## config.mk

```make
export PLATFORM = sky130hd
export DESIGN_NAME = ym3438_dac_accum
export DESIGN_NICKNAME = d
export VERILOG_FILES = /design/src/rtl/ym3438_dac_pkg.sv /design/src/rtl/ym3438_dac_chan.sv /design/src/rtl/ym3438_dac_accum.sv
export SDC_FILE = /design/constraint.sdc
export NUM_CORES = 1
export LEC_CHECK = 0
export ABC_AREA = 1
export BUFFER_PORTS_ARGS = -buffer_cell sky130_fd_sc_hd__buf_2
export CAP_MARGIN = 15
export CORE_MARGIN = 2
export CORE_UTILIZATION = 45
export DETAILED_ROUTE_END_ITERATION = 8
export HOLD_SLACK_MARGIN = 0.05
export PLACE_DENSITY_LB_ADDON = 0.25
export SLEW_MARGIN = 20
export SYNTH_ARGS = -nofsm -noshare
export SYNTH_HDL_FRONTEND = slang
export SYNTH_HIERARCHICAL = 1
export SYNTH_SLANG_ARGS = --single-unit
```

## constraint.sdc

```tcl
create_clock -name MCLK -period 1.95 [get_ports MCLK]
set_input_delay 0.0975 -clock MCLK [delete_from_list [all_inputs] [get_ports MCLK]]
set_output_delay 0.0975 -clock MCLK [all_outputs]
set_load 0.01 [all_outputs]
```

## src/rtl/ym3438_dac_pkg.sv

```systemverilog
// ============================================================================
//  Module      : ym3438_dac_pkg
//  Description : Shared widths, types and helpers for the YM3438 DAC stream
//                accumulator. Slot decode and output gain/saturation live here.
//                Optional macro YM3438_DAC_CLIP_EN: when defined, the output
//                conversion saturates instead of wrapping.
//  Revision    : 1.0  initial release
// ============================================================================
`default_nettype none

package ym3438_dac_pkg;

    localparam int SLOT_W = 9;   // MOL/MOR slot width, offset binary
    localparam int ACC_W  = 15;  // per-side frame accumulator width
    localparam int CNT_W  = 5;   // tick counter width
    localparam int NUM_CH = 6;   // channels carried on the DAC stream
    localparam int WIDE_W = 32;  // working width of the gain/saturation stage

    typedef logic signed [SLOT_W-1:0] slot_t;
    typedef logic signed [ACC_W-1:0]  acc_t;
    typedef logic [CNT_W-1:0]         cnt_t;

    // Offset-binary slot (0x100 = zero) to signed: flipping the MSB maps
    // 0x000..0x1FF onto -256..+255.
    function automatic slot_t slot_to_signed(input logic [SLOT_W-1:0] x);
        return {~x[SLOT_W-1], x[SLOT_W-2:0]};
    endfunction

    // Apply the output gain shift, then either clamp to the signed range of
    // out_w bits or return the wide value for the caller to truncate.
    function automatic logic signed [WIDE_W-1:0] sat_shift(
        input acc_t sum,
        input int   shl,
        input int   out_w
    );
        logic signed [WIDE_W-1:0] wide;
`ifdef YM3438_DAC_CLIP_EN
        logic signed [WIDE_W-1:0] hi;
        logic signed [WIDE_W-1:0] lo;
`endif
        wide = {{(WIDE_W-ACC_W){sum[ACC_W-1]}}, sum};
        wide = wide <<< shl;
`ifdef YM3438_DAC_CLIP_EN
        hi = (32'sd1 <<< (out_w - 1)) - 32'sd1;
        lo = -(32'sd1 <<< (out_w - 1));
        if (wide > hi) begin
            wide = hi;
        end else if (wide < lo) begin
            wide = lo;
        end
`else
        // Wrapping build: the caller keeps only the low out_w bits.
        if (out_w < 1) begin
            wide = '0;
        end
`endif
        return wide;
    endfunction

endpackage

`default_nettype wire

```

## src/rtl/ym3438_dac_chan.sv

```systemverilog
// ============================================================================
//  Module      : ym3438_dac_chan
//  Description : One side (left or right) of the DAC accumulator. Sums the
//                decoded slot values over a frame, restarts on the frame
//                boundary tick and captures the scaled completed sum into the
//                output sample register when the top asks for a load.
//                Output conversion follows YM3438_DAC_CLIP_EN via sat_shift().
//  Revision    : 1.0  initial release
// ============================================================================
`default_nettype none

module ym3438_dac_chan
    import ym3438_dac_pkg::*;
#(
    parameter int OUT_W    = 16,
    parameter int GAIN_SHL = 2
) (
    input  logic                    clk,
    input  logic                    rst,
    input  logic                    tick,
    input  logic                    boundary,
    input  logic                    contrib,
    input  logic [SLOT_W-1:0]       slot,
    input  logic                    load,
    output logic signed [OUT_W-1:0] sample
);

    slot_t w_slot;
    acc_t  w_add;
    acc_t  r_acc;

    // Decoded slot, forced to zero for the unused channel indices 6/7.
    always_comb begin
        w_slot = slot_to_signed(slot);
        w_add  = '0;
        if (contrib) begin
            w_add = {{(ACC_W-SLOT_W){w_slot[SLOT_W-1]}}, w_slot};
        end
    end

    // Frame accumulator: a boundary tick starts the new frame with its own
    // slot value; any other tick adds into the running sum.
    always_ff @(posedge clk) begin
        if (rst) begin
            r_acc <= '0;
        end else if (tick) begin
            if (boundary) begin
                r_acc <= w_add;
            end else begin
                r_acc <= r_acc + w_add;
            end
        end
    end

    // Output sample register: captures the completed (pre-restart) sum.
    always_ff @(posedge clk) begin
        if (rst) begin
            sample <= '0;
        end else if (load) begin
            sample <= OUT_W'(sat_shift(r_acc, GAIN_SHL, OUT_W));
        end
    end

endmodule

`default_nettype wire

```

## src/rtl/ym3438_dac_accum.sv

```systemverilog
// ============================================================================
//  Module      : ym3438_dac_accum
//  Description : Collects the time-multiplexed YM3438 per-channel DAC stream
//                (MOL/MOR tagged by DAC_ch_index) over one FM sample frame and
//                emits one signed stereo PCM sample per frame through a
//                valid/ready handshake. Flags short/long frames (frame_err)
//                and frames dropped while the output is still full (overrun).
//                Optional macro YM3438_DAC_CLIP_EN selects saturating rather
//                than wrapping output conversion.
//  Revision    : 1.0  initial release
// ============================================================================
`default_nettype none

module ym3438_dac_accum
    import ym3438_dac_pkg::*;
#(
    parameter int OUT_W    = 16,
    parameter int TICKS_PF = 24,
    parameter int GAIN_SHL = 2
) (
    input  logic                    MCLK,
    input  logic                    reset,
    input  logic                    fm_clk1,
    input  logic [2:0]              DAC_ch_index,
    input  logic [SLOT_W-1:0]       MOL,
    input  logic [SLOT_W-1:0]       MOR,
    output logic signed [OUT_W-1:0] smp_l,
    output logic signed [OUT_W-1:0] smp_r,
    output logic                    smp_valid,
    input  logic                    smp_ready,
    output logic                    frame_err,
    output logic                    overrun
);

    logic       r_c1;
    logic       r_tick;
    logic [2:0] r_prev_idx;
    cnt_t       r_cnt;
    logic       r_synced;
    logic       r_valid;
    logic       r_frame_err;
    logic       r_overrun;

    logic w_boundary;
    logic w_contrib;
    logic w_full;
    logic w_done;
    logic w_accept;
    logic w_load;
    logic w_drop;
    logic w_bad;

    // Frame bookkeeping: a boundary is the first index-0 tick after a
    // nonzero index; only frames completed while synced are judged.
    always_comb begin
        w_boundary = r_tick && (DAC_ch_index == 3'd0) && (r_prev_idx != 3'd0);
        w_contrib  = (DAC_ch_index < 3'(NUM_CH));
        w_full     = (r_cnt == CNT_W'(TICKS_PF));
        w_done     = w_boundary && r_synced;
        w_accept   = r_valid && smp_ready;
        w_load     = w_done && w_full && (!r_valid || w_accept);
        w_drop     = w_done && w_full && !w_load;
        w_bad      = w_done && !w_full;
    end

    // fm_clk1 rising-edge detect; the registered edge marks the tick cycle.
    always_ff @(posedge MCLK) begin
        if (reset) begin
            r_c1   <= 1'b0;
            r_tick <= 1'b0;
        end else begin
            r_c1   <= fm_clk1;
            r_tick <= fm_clk1 & ~r_c1;
        end
    end

    // Tick counter (saturating so a lost boundary reads as a bad frame),
    // previous index and sync state.
    always_ff @(posedge MCLK) begin
        if (reset) begin
            r_prev_idx <= 3'd0;
            r_cnt      <= '0;
            r_synced   <= 1'b0;
        end else if (r_tick) begin
            r_prev_idx <= DAC_ch_index;
            if (w_boundary) begin
                r_cnt    <= cnt_t'(1);
                r_synced <= 1'b1;
            end else if (r_cnt != '1) begin
                r_cnt <= r_cnt + cnt_t'(1);
            end
        end
    end

    // Output handshake and one-cycle status pulses.
    always_ff @(posedge MCLK) begin
        if (reset) begin
            r_valid     <= 1'b0;
            r_frame_err <= 1'b0;
            r_overrun   <= 1'b0;
        end else begin
            r_frame_err <= w_bad;
            r_overrun   <= w_drop;
            if (w_load) begin
                r_valid <= 1'b1;
            end else if (w_accept) begin
                r_valid <= 1'b0;
            end
        end
    end

    ym3438_dac_chan #(
        .OUT_W    (OUT_W),
        .GAIN_SHL (GAIN_SHL)
    ) u_chan_l (
        .clk      (MCLK),
        .rst      (reset),
        .tick     (r_tick),
        .boundary (w_boundary),
        .contrib  (w_contrib),
        .slot     (MOL),
        .load     (w_load),
        .sample   (smp_l)
    );

    ym3438_dac_chan #(
        .OUT_W    (OUT_W),
        .GAIN_SHL (GAIN_SHL)
    ) u_chan_r (
        .clk      (MCLK),
        .rst      (reset),
        .tick     (r_tick),
        .boundary (w_boundary),
        .contrib  (w_contrib),
        .slot     (MOR),
        .load     (w_load),
        .sample   (smp_r)
    );

    assign smp_valid = r_valid;
    assign frame_err = r_frame_err;
    assign overrun   = r_overrun;

endmodule

`default_nettype wire

```

==> run metrics, run 1 <==
number of synthesized flops with an enable pin 0; min-delay src reset; family with the most delay on the worst path buffers and inverters; Hold Path Stages 2; sinks on the clock net 70; Max-Cap Viols 0; total power between 3 and 4 mW; Worst path most repeated cell nor2_1; synth top area cells dfxtp_1 (34%), nand2_1 (12%), o21ai_0 (7.7%); Hold WC Path Type in2reg; Peak Freq 543 MHz; Overflow after GRT 0; post-synthesis cell type with the largest combined area dfxtp_1; core area 9110 µm²; WP data arrival 2.07 ns; commonest non-fill, non-tap cell in the layout nand2_1; n_diodes 0; Slowest cell on crit path dlygate4sd3_1; total negative setup slack 0 ns; largest net degree at the start of global routing 46; TritonCTS clock tree yes; LEAKAGE 2.61 nW; Synth async-reset ratio 0%; placed inst area 4640 µm²; gr usage total 21.4%; post-synth top area share 33.5%; first-pass GRT wire length 17500 µm; Cells after Synth 622; period utilization 94.4%; Avg Cell Area, Syn about 6.7 µm²; RSZ-0062 raised after global routing yes; Most used DFF post-synth dfxtp_1; clock slew at reported path FFs 0.09 ns; CTS buffer count 9; routed via count 4244; reg2reg setup slack 0.13 ns; crit-path cells buf_2 -> dlygate4sd3_1 -> inv_1 -> nand2_1 -> nor2_1 -> nand2_2 -> clkinv_2 -> nand3_2 -> a21oi_4 -> buf_6 -> clkinvlp_4 -> nor2_2 -> nor2_1; number of global-route vias before repair slightly below 4000; die area 10100 µm²; share of post-route cells with drive strength above 1 19.4%; Final Cell Area 5110 µm²; Period minus WS final 1.84 ns; CP Buf/Inv Count 6; CP peak stage delay 0.56 ns; average vias per placed instance 5.19; Worst Path Required about 2.2 ns; Critical Path End Type flop; status completed; htree depth 3; Peak VDD IR 0.485 mV; r2r startpoint r_cnt[0]; worst-path fanout max 8; PwrDens 706 nW/µm²; DR WL/cell 13.2 µm; initial drt markers ~230; worst-skew pair later-pin latency 0.34 ns; die width 100 µm; fill cell count 888; most frequent cells in the layout nand2_1 (129), inv_1 (79), dfxtp_1 (67); Final Skew 0.0153 ns; R2R Path End u_chan_r/sample[7]; Synth Cell Area 4180 µm²; Synth Warn # 6; R2R depth 10; WHS Endpoint r_synced; Netlist cell types 33; Routed WL 10800 µm; sequential area share after synthesis between 30% and 40%; area occupied by multi-input gates 2400 µm²; I/O Buffers 55; Setup Viol. Count Final 0; Initial Util 45.9%; I/O Pins 60; register bit total from synthesis 70; maximum clock insertion buffer count 2; Seq. cell area approximately 1400 µm²; Nets 748; Critical Path Start Type input pin; Max Slew Vio Count 0; die extent in y 100 µm; Final Wtd Congestion around 0.91; initial antenna violation count 0; Area Growth Syn to Fin 22.3%; Setup CP Type in2reg; HPWL after DPL 7570 µm; drt drc 0; count of final hold-check violations 0; First-pass DRT Iterations 5; number of cell rows 35; Post-DRT Antenna Nets 0; clock root buffer clkbuf_8
## power breakdown
part	internal (mW)	switching, mW
Combinational	0.229	0.374
Sequential	1.48	0.0392
Clock	0.920	0.570
## worst max-delay path by stage
stage,cells past startpoint,from,endpoint
after detailed placement,15,DAC_ch_index[2],u_chan_r/r_acc[12]
final,13,DAC_ch_index[1],u_chan_r/sample[7]
after global placement,15,DAC_ch_index[2],u_chan_r/r_acc[12]
after floorplan,13,DAC_ch_index[2],u_chan_l/r_acc[6]
after global routing,13,DAC_ch_index[1],u_chan_r/sample[7]
after CTS,11,u_chan_r/r_acc[0],u_chan_r/r_acc[12]
## Yosys cell counts, types with 4 or more instances
| cell type | instances |
|---|---|
| nand2_1 | 130 |
| inv_1 | 82 |
| dfxtp_1 | 70 |
| nor2_1 | 64 |
| o21ai_0 | 64 |
| a21oi_1 | 56 |
| nand3_1 | 37 |
| ha_1 | 19 |
| xor2_1 | 13 |
| clkbuf_1 | 11 |
| nand4_1 | 11 |
| nand2_2 | 10 |
| buf_4 | 8 |
| a31oi_1 | 6 |
| nor3_1 | 5 |
| a41oi_1 | 4 |
| o21ai_1 | 4 |
| xnor2_1 | 4 |
## timing repair
action                                 4_1_cts  5_1_grt
resized for setup                            0       19
hold buffers                                 5        0
setup endpoints to repair                    0       27
setup buffers                                0        9
endpoints found under the hold margin        6        0
## registers in the layout, indices dropped and copies added (netlist names)
register	cells
r_c1	1
overrun	1
smp_valid	1
u_chan_r/r_acc	14
r_cnt	5
frame_err	1
u_chan_l/r_acc	14
r_prev_idx	3
r_tick	1
u_chan_l/sample	14
u_chan_r/sample	14
r_synced	1
## per-stage QoR
step / std cells / setup WS, ns / utilization (%) / hold WS [ns]
after floorplan: 624 / 0.00362 / - / 0.167
after global placement: 787 / -0.209 / 50.9 / 0.313
after detailed placement: 787 / -0.222 / 50.9 / 0.334
after CTS: 808 / 0.0316 / 54.3 / 0.0904
after global routing: 818 / -0.0386 / 56.1 / 0.113
final: 818 / 0.110 / 56.1 / 0.0982
## cell families (layout without fill, tap and decap cells)
kind of cell / Yosys count / in the layout / share of synthesized area (%)
AOI/OAI and AO/OA: 143 / 143 / 18.6
xor gates and xnor gates: 17 / 17 / 3.56
adders and majority gates: 21 / 21 / 6.65
buffers and inverters: 105 / 188 / 10.2
DFF: 70 / 70 / 33.5
other: 2 / 4 / 0.180
and+or+nand+nor: 264 / 264 / 27.2
## worst reg2reg max path: stages, from the launching register on
cell and delay [ns]:
dfxtp_4 0.36, inv_2 0.06, ha_2 0.17, nand2_2 0.07, nor3_4 0.19, nand3_2 0.12, a21oi_4 0.20, buf_6 0.16
clkinvlp_4 0.18, nor2_2 0.16, nor2_1 0.06
## per-layer routing
layer	share of wire, %	GRT usage (%)	routed length (µm)
met5	0	0	0
met4	1.4	5.58	151
met3	5.2	4.11	561
met2	47	35.0	5060
met1	46	29.1	5010
## cell type report
| cell class | count | area share, % |
|---|---|---|
| multi-input combinational | 449 | 46.9 |
| sequential | 70 | 27.6 |
| timing repair buffer | 89 | 11.5 |
| inverter | 83 | 6.27 |
| clock buffer | 11 | 2.96 |
| tap | 111 | 2.72 |
| clock inverter | 5 | 2.06 |
(Power assumes the default switching activity.)
==> inputs of run 2 (changes only) <==
--- a/config.mk
+++ b/config.mk
@@ -12,9 +12,10 @@
 export CORE_UTILIZATION = 45
 export DETAILED_ROUTE_END_ITERATION = 8
 export HOLD_SLACK_MARGIN = 0.05
-export PLACE_DENSITY_LB_ADDON = 0.25
+export PLACE_DENSITY_LB_ADDON = 0.2
 export SLEW_MARGIN = 20
 export SYNTH_ARGS = -nofsm -noshare
 export SYNTH_HDL_FRONTEND = slang
 export SYNTH_HIERARCHICAL = 1
 export SYNTH_SLANG_ARGS = --single-unit
+export TNS_END_PERCENT = 10
==> run 2 against run 1 <==
  * Sequential cell count did not move
  * Setup slack got worse by 0.014 ns
  * Die area did not move
  * Combinational power rose by 3%
  * Sequential power barely moved
  * Register-to-register slack improved by 0.03 ns
  * Global-route usage rose by 0.93 points
  * Sequential share of layout area barely moved
  * Highest routed layer unchanged
  * Cell count did not move
  * First-iteration DRC count fell by 25%
  * Critical path depth did not move
  * Design area fell by 0.27%
==> run metrics, run 2 (synthesis results as in run 1) <==
average vias per placed instance 5.19 (about the same); count of final hold-check violations 0 (unchanged); LEAKAGE 2.61 nW (about the same); initial antenna violation count 0 (unchanged); HPWL after DPL 7840 µm (was 7570 µm); first-pass GRT wire length 18300 µm (was 17500 µm); Post-DRT Antenna Nets 0 (unchanged); status completed (unchanged); Final Skew 0.0121 ns (was 0.0153 ns); R2R Path End u_chan_r/sample[8] (was u_chan_r/sample[7]); Max-Cap Viols 0 (unchanged); Setup WS pre-CTS -0.188 ns (was -0.222 ns); family with the most delay on the worst path buffers and inverters (unchanged); CP Buf/Inv Count 6 (unchanged); Hold WC Path Type in2reg (unchanged); Peak Freq 539 MHz (was 543 MHz); worst-path fanout max 16 (was 8); Peak VDD IR 0.355 mV (was 0.485 mV); Final Worst Setup Slack 0.0955 ns (was 0.110 ns); initial drt markers 176 (was 234); reg2reg setup slack 0.16 ns (was 0.13 ns); TritonCTS clock tree yes (unchanged); Worst Path Required 2.23 ns (was 2.18 ns); maximum clock insertion buffer count 2 (unchanged); crit-path cells buf_2 -> dlygate4sd3_1 -> inv_1 -> nand2_1 -> nor2_1 -> nand2_2 -> clkinv_4 -> nand3_2 -> a21oi_4 -> buf_4 -> clkbuf_16 -> o21ai_0 -> nor2_1 (was buf_2 -> dlygate4sd3_1 -> inv_1 -> nand2_1 -> nor2_1 -> nand2_2 -> clkinv_2 -> nand3_2 -> a21oi_4 -> buf_6 -> clkinvlp_4 -> nor2_2 -> nor2_1); core area 9110 µm² (unchanged); I/O Buffers 55 (unchanged); min-delay src smp_ready (was reset); drt drc 0 (unchanged); Overflow after GRT 0 (unchanged); Critical Path Start Type input pin (unchanged); Critical Path End Type flop (unchanged); n_diodes 0 (unchanged); largest net degree at the start of global routing 46 (unchanged); total negative setup slack 0 ns (unchanged); I/O Pins 60 (unchanged); gr usage total 22.3% (was 21.4%); clock root buffer clkbuf_8 (unchanged); CTS buffer count 9 (unchanged); WHS Endpoint overrun (was r_synced); CP peak stage delay 0.55 ns (was 0.56 ns); final hold slack 0.0981 ns (was 0.0982 ns); Initial Util 45.9% (unchanged); placed inst area 4680 µm² (was 4640 µm²); die width 100 µm (unchanged); Setup Viol. Count Final 0 (unchanged); Routed WL 11000 µm (was 10800 µm); R2R depth 10 (unchanged); sinks on the clock net 70 (unchanged); clock slew at reported path FFs 0.09 ns (about the same); Max Slew Vio Count 0 (unchanged); Worst path most repeated cell nor2_1 (unchanged); period utilization 95.1% (was 94.4%); htree depth 3 (unchanged); Area Growth Syn to Fin 22.0% (was 22.3%); commonest non-fill, non-tap cell in the layout nand2_1 (unchanged); share of post-route cells with drive strength above 1 19.2% (was 19.4%); fill cell count 928 (was 888); r2r startpoint r_cnt[1] (was r_cnt[0]); most frequent cells in the layout nand2_1 (127), inv_1 (80), dfxtp_1 (66) (was nand2_1 (129), inv_1 (79), dfxtp_1 (67)); First-pass DRT Iterations 7 (was 5); WP data arrival 2.14 ns (was 2.07 ns); Slowest cell on crit path dlygate4sd3_1 (unchanged); DR WL/cell 13.4 µm (was 13.2 µm); Least-Margin Pin Slew 0.701 ns; number of global-route vias before repair 4010 (was 3856); Hold Path Stages 4 (was 2); Setup CP Type in2reg (unchanged); die area 10100 µm² (unchanged); Max-slew headroom between 50% and 60%; routed via count 4249 (was 4244); PwrDens 704 nW/µm² (was 706 nW/µm²); Final Cell Area 5090 µm² (was 5110 µm²); Final Wtd Congestion 0.929 (was 0.909); worst-skew pair later-pin latency 0.34 ns (about the same); number of cell rows 35 (unchanged); Nets 748 (unchanged); Period minus WS final 1.85 ns (was 1.84 ns); RSZ-0062 raised after global routing yes (unchanged); die extent in y 100 µm (unchanged)
-- run 2: cell types whose count changed in the layout (fill, tap and decap cells not counted), sizes merged --
cell,previous run,this run
clkinv,1,4
clkinvlp,4,1
clkbuf,12,10
inv,80,82
-- run 2: worst max-delay path by stage --
stage | startpoint | to | slack [ns] | depth (start not counted)
after floorplan | DAC_ch_index[2] | u_chan_r/r_acc[6] | -0.09 | 13
after global placement | DAC_ch_index[2] | u_chan_r/r_acc[10] | -0.15 | 15
after detailed placement | DAC_ch_index[2] | u_chan_r/r_acc[10] | -0.19 | 15
after CTS | u_chan_r/r_acc[0] | u_chan_r/r_acc[10] | 0.03 | 11
after global routing | DAC_ch_index[2] | u_chan_r/sample[4] | -0.02 | 13
final | DAC_ch_index[2] | u_chan_r/sample[8] | 0.1 | 13
-- run 2: worst register-to-register path: cells and delay by family, from the launching register on --
family / cells / cell delay [ns]
compound gates: 2 / 0.29
fa+ha+maj: 1 / 0.13
buf+inv: 3 / 0.41
flops: 1 / 0.36
simple gates: 4 / 0.57
-- run 2: metrics by stage --
stage          util [%]  power (mW)  instances
6_report           55.9        3.59        818
5_1_grt            55.9        3.79        818
4_1_cts            54.6        3.61        813
3_5_place_dp       51.4        2.14        792
3_3_place_gp       51.4        2.13        792
2_1_floorplan         -        1.97        624
-- run 2: per-layer routing --
metal,share of wire (%),vias to the layer above,GRT usage (%)
met5,0,-,0
met4,1.3,0,8.11
met3,3.6,11,3.06
met2,47,85,37.4
met1,48,1964,29.4
li1,-,2189,-
-- run 2: final cells by class --
type / count / area [µm²] / area share (%)
multi-input combinational: 449 / 2390 / 47.0
clock inverter: 7 / 121 / 2.38
inverter: 83 / 320 / 6.29
clock buffer: 9 / 124 / 2.43
sequential: 70 / 1410 / 27.6
timing repair buffer: 89 / 589 / 11.6
tap: 111 / 139 / 2.73
-- run 2: timing repair --
| action | in CTS | in global routing |
|---|---|---|
| hold endpoints to repair | 8 | 0 |
| cloned | 0 | 1 |
| setup endpoints to repair | 4 | 33 |
| resized for setup | 1 | 20 |
| setup buffers | 0 | 4 |
| pin swaps | 0 | 5 |
| hold buffers | 5 | 0 |
-- run 2: power by group --
| part | total, mW | switching (mW) | internal, mW |
|---|---|---|---|
| clock | 1.45 | 0.595 | 0.857 |
| combinational | 0.620 | 0.379 | 0.241 |
| sequential | 1.52 | 0.0401 | 1.48 |
==> inputs of run 3 (changes only) <==
--- a/config.mk
+++ b/config.mk
@@ -5,7 +5,7 @@
 export SDC_FILE = /design/constraint.sdc
 export NUM_CORES = 1
 export LEC_CHECK = 0
-export ABC_AREA = 1
+export ABC_AREA = 0
 export BUFFER_PORTS_ARGS = -buffer_cell sky130_fd_sc_hd__buf_2
 export CAP_MARGIN = 15
 export CORE_MARGIN = 2
==> run 3 against run 2 <==
  * The run now ends with negative setup slack left
  * Clock skew is 0.0014 ns lower
  * First-iteration DRC count increased by 53%
  * Sequential cell count did not move
  * Count of clock-buffer cells in the layout grew 6
  * Sequential power about the same
  * Fmax fell by 12%
  * Worst hold slack better by 0.021 ns
  * Setup slack worse by 0.26 ns
  * Sequential share of layout area down 5.1 points
==> run metrics, run 3 <==
I/O Pins 60 (unchanged); n_diodes 0 (unchanged); crit-path cells ha_4 -> inv_2 -> fa_2 -> nor2b_4 -> o21ai_4 -> a21boi_4 -> o21ai_4 -> buf_6 -> nor3b_4 -> o21ai_1 -> a2111oi_1 (was buf_2 -> dlygate4sd3_1 -> inv_1 -> nand2_1 -> nor2_1 -> nand2_2 -> clkinv_4 -> nand3_2 -> a21oi_4 -> buf_4 -> clkbuf_16 -> o21ai_0 -> nor2_1); clock network fraction of total power 31.7% (was 40.5%); Hold WC Path Type in2reg (unchanged); share of post-route cells with drive strength above 1 36.9% (was 19.2%); Worst path most repeated cell o21ai_4 (was nor2_1); worst-path fanout max 5 (was 16); LEAKAGE 2.55 nW (was 2.61 nW); gr usage total 23.0% (was 22.3%); htree depth 3 (unchanged); Critical Path Start Type flop (was input pin); HPWL after DPL 8350 µm (was 7840 µm); Post-DRT Antenna Nets 0 (unchanged); CP peak stage delay 0.34 ns (was 0.55 ns); CTS buffer count 9 (unchanged); number of global-route vias before repair 4588 (was 4010); reg2reg setup slack -0.17 ns (was 0.16 ns); clock root buffer clkbuf_8 (unchanged); status finished, violations left (was completed); die width 104 µm (was 100 µm); Setup Viol. Count Final 45 (was 0); post-synthesis cell type with the largest combined area dfxtp_1 (unchanged); WP data arrival 2.37 ns (was 2.14 ns); Cells after Synth 558 (was 622); Int Power 2.52 mW (was 2.57 mW); Nets 745 (was 748); Final Cell Area 6300 µm² (was 5090 µm²); Critical Path End Type flop (unchanged); first-pass GRT wire length 20900 µm (was 18300 µm); Final Worst Setup Slack -0.169 ns (was 0.0955 ns); register share of total power 43.1% (was 42.3%); Comb pwr share 25.2% (was 17.3%); largest net degree at the start of global routing 68 (was 46); synth top area cells dfxtp_1 (31%), mux2i_1 (8.7%), nor2_1 (6.1%) (was dfxtp_1 (34%), nand2_1 (12%), o21ai_0 (7.7%)); Max Slew Vio Count 0 (unchanged); clock slew at reported path FFs 0.08 ns (was 0.09 ns); Routed WL 12800 µm (was 11000 µm); Synth Warn # 6 (unchanged); count leader, synth nor2_1 (was nand2_1); Area Growth Syn to Fin 39.8% (was 22.0%); I/O Buffers 55 (unchanged); final hold slack 0.119 ns (was 0.0981 ns); post-synth top area share 31.1% (was 33.5%); most frequent cells in the layout buf_4 (101), nor2_1 (69), dfxtp_1 (62) (was nand2_1 (127), inv_1 (80), dfxtp_1 (66)); placed inst area 5560 µm² (was 4680 µm²); commonest non-fill, non-tap cell in the layout buf_4 (was nand2_1); Peak VDD IR 0.289 mV (was 0.355 mV); drt drc 0 (unchanged); Initial Util 46.3% (was 45.9%); TritonCTS clock tree yes (unchanged); Overflow after GRT 0 (unchanged); PwrDens 564 nW/µm² (was 704 nW/µm²); maximum clock insertion buffer count 2 (unchanged); Synth Cell Area 4500 µm² (was 4180 µm²); Max-Cap Viols 0 (unchanged); routed via count 4616 (was 4249); CP Buf/Inv Count 2 (was 6); violated checks negative setup slack; Least-Margin Pin Slew 0.955 ns (was 0.701 ns); initial drt markers 270 (was 176); Setup CP Type reg2reg (was in2reg); family with the most delay on the worst path compound AO/OA/AOI/OAI gates (was buffers and inverters); Psw 1.04 mW (was 1.01 mW); sequential area share after synthesis 31.1% (was 33.5%); initial antenna violation count 0 (unchanged); average vias per placed instance 5.51 (was 5.19); count of final hold-check violations 0 (unchanged); die extent in y 104 µm (was 100 µm); commonest cells in the netlist nor2_1 (73), dfxtp_1 (70), mux2i_1 (39) (was nand2_1 (130), inv_1 (82), dfxtp_1 (70)); number of cell rows 36 (was 35); worst-skew pair later-pin latency 0.36 ns (was 0.34 ns); DR WL/cell 15.3 µm (was 13.4 µm); First-pass DRT Iterations 5 (was 7); RSZ-0062 raised after global routing yes (unchanged); number of synthesized flops with an enable pin 0 (unchanged); switching share of power 29.2% (was 28.3%); Final Skew 0.0107 ns (was 0.0121 ns); Max-slew headroom 36.3% (was 53.2%); Period minus WS final 2.12 ns (was 1.85 ns); Worst Path Required 2.20 ns (was 2.23 ns); Most used DFF post-synth dfxtp_1 (unchanged); Avg Cell Area, Syn 8.07 µm² (was 6.72 µm²); Slowest cell on crit path dfxtp_2 (was dlygate4sd3_1); Final Wtd Congestion 0.914 (was 0.929); sinks on the clock net 70 (unchanged); register bit total from synthesis 70 (unchanged); period utilization 109% (was 95.1%); Netlist cell types 61 (was 33); core area 9730 µm² (was 9110 µm²); Peak Freq 472 MHz (was 539 MHz); Synth async-reset ratio 0% (unchanged); die area 10800 µm² (was 10100 µm²)
==> run 3: path summary, 6_finish.rpt <==
kind | from | end | cells past startpoint
hold / removal | DAC_ch_index[2] | r_prev_idx[2] | 4
hold reg to reg | r_c1 | r_tick | 1
setup / recovery | u_chan_l/r_acc[0] | u_chan_l/r_acc[10] | 11
setup reg to reg | u_chan_l/r_acc[0] | u_chan_l/r_acc[10] | 11
==> run 3: power by group through the flow <==
stage                     logic (mW)  clock network [mW]  registers, mW
after floorplan                0.478                   0           1.54
after global placement         0.730                   0           1.55
after detailed placement       0.748                   0           1.55
after CTS                      0.838                1.16           1.53
after global routing           0.975                1.21           1.54
final                          0.894                1.13           1.53
==> run 3: per-stage QoR <==
step / setup slack, ns / setup TNS [ns] / total power [mW] / instances / utilization, %
after floorplan: -0.354 / -12.75 / 2.01 / 560 / -
after global routing: -0.284 / -7.58 / 3.72 / 837 / 64.7
after CTS: -0.165 / -1.54 / 3.52 / 833 / 62.9
final: -0.169 / -3.48 / 3.55 / 837 / 64.7
after global placement: -0.556 / -12.59 / 2.28 / 806 / 57.2
after detailed placement: -0.629 / -13.94 / 2.30 / 806 / 57.2
==> run 3: what timing repair did <==
action                                  CTS  global route
endpoints found under the setup margin   53            57
hold endpoints to repair                  3             0
cloned                                    1             0
hold buffers                              3             0
pin swaps                                42            19
setup buffers                             7             4
gates resized for setup                  62            27
==> run 3: worst register-to-register path, cell delays in order, from the launching register on <==
cell and delay [ns]:
dfxtp_2 0.34, ha_4 0.16, inv_2 0.05, fa_2 0.22, nor2b_4 0.06, o21ai_4 0.17, a21boi_4 0.09, o21ai_4 0.21
buf_6 0.15, nor3b_4 0.17, o21ai_1 0.08, a2111oi_1 0.33
==> run 3: final cells by class <==
type	instances	area [µm²]
Fill cell	860	3430
Multi-Input combinational cell	427	3220
Sequential cell	70	1420
Timing Repair Buffer	172	1240
Tap cell	133	166
Clock buffer	15	146
Inverter	18	73.8
Clock inverter	1	30.0
Timing Repair inverter	1	7.51
==> run 3: per-layer routing <==
layer | wire length [µm] | GRT usage, % | vias up
met1 | 5350 | 26.4 | 2196
met5 | 0 | 0 | -
met2 | 6630 | 42.2 | 114
li1 | - | - | 2282
met3 | 506 | 3.82 | 24
met4 | 298 | 9.36 | 0
==> run 3: cell families after synthesis <==
kind of cell	Yosys count	synth area share [%]
AO/OA/AOI/OAI	132	20.4
XOR/XNOR	7	1.36
adder cells (fa/ha/maj)	21	6.17
buffers and inverters	63	6.44
flip-flops	70	31.1
multiplexers	41	9.17
other	2	0.167
AND/OR/NAND/NOR	222	25.1
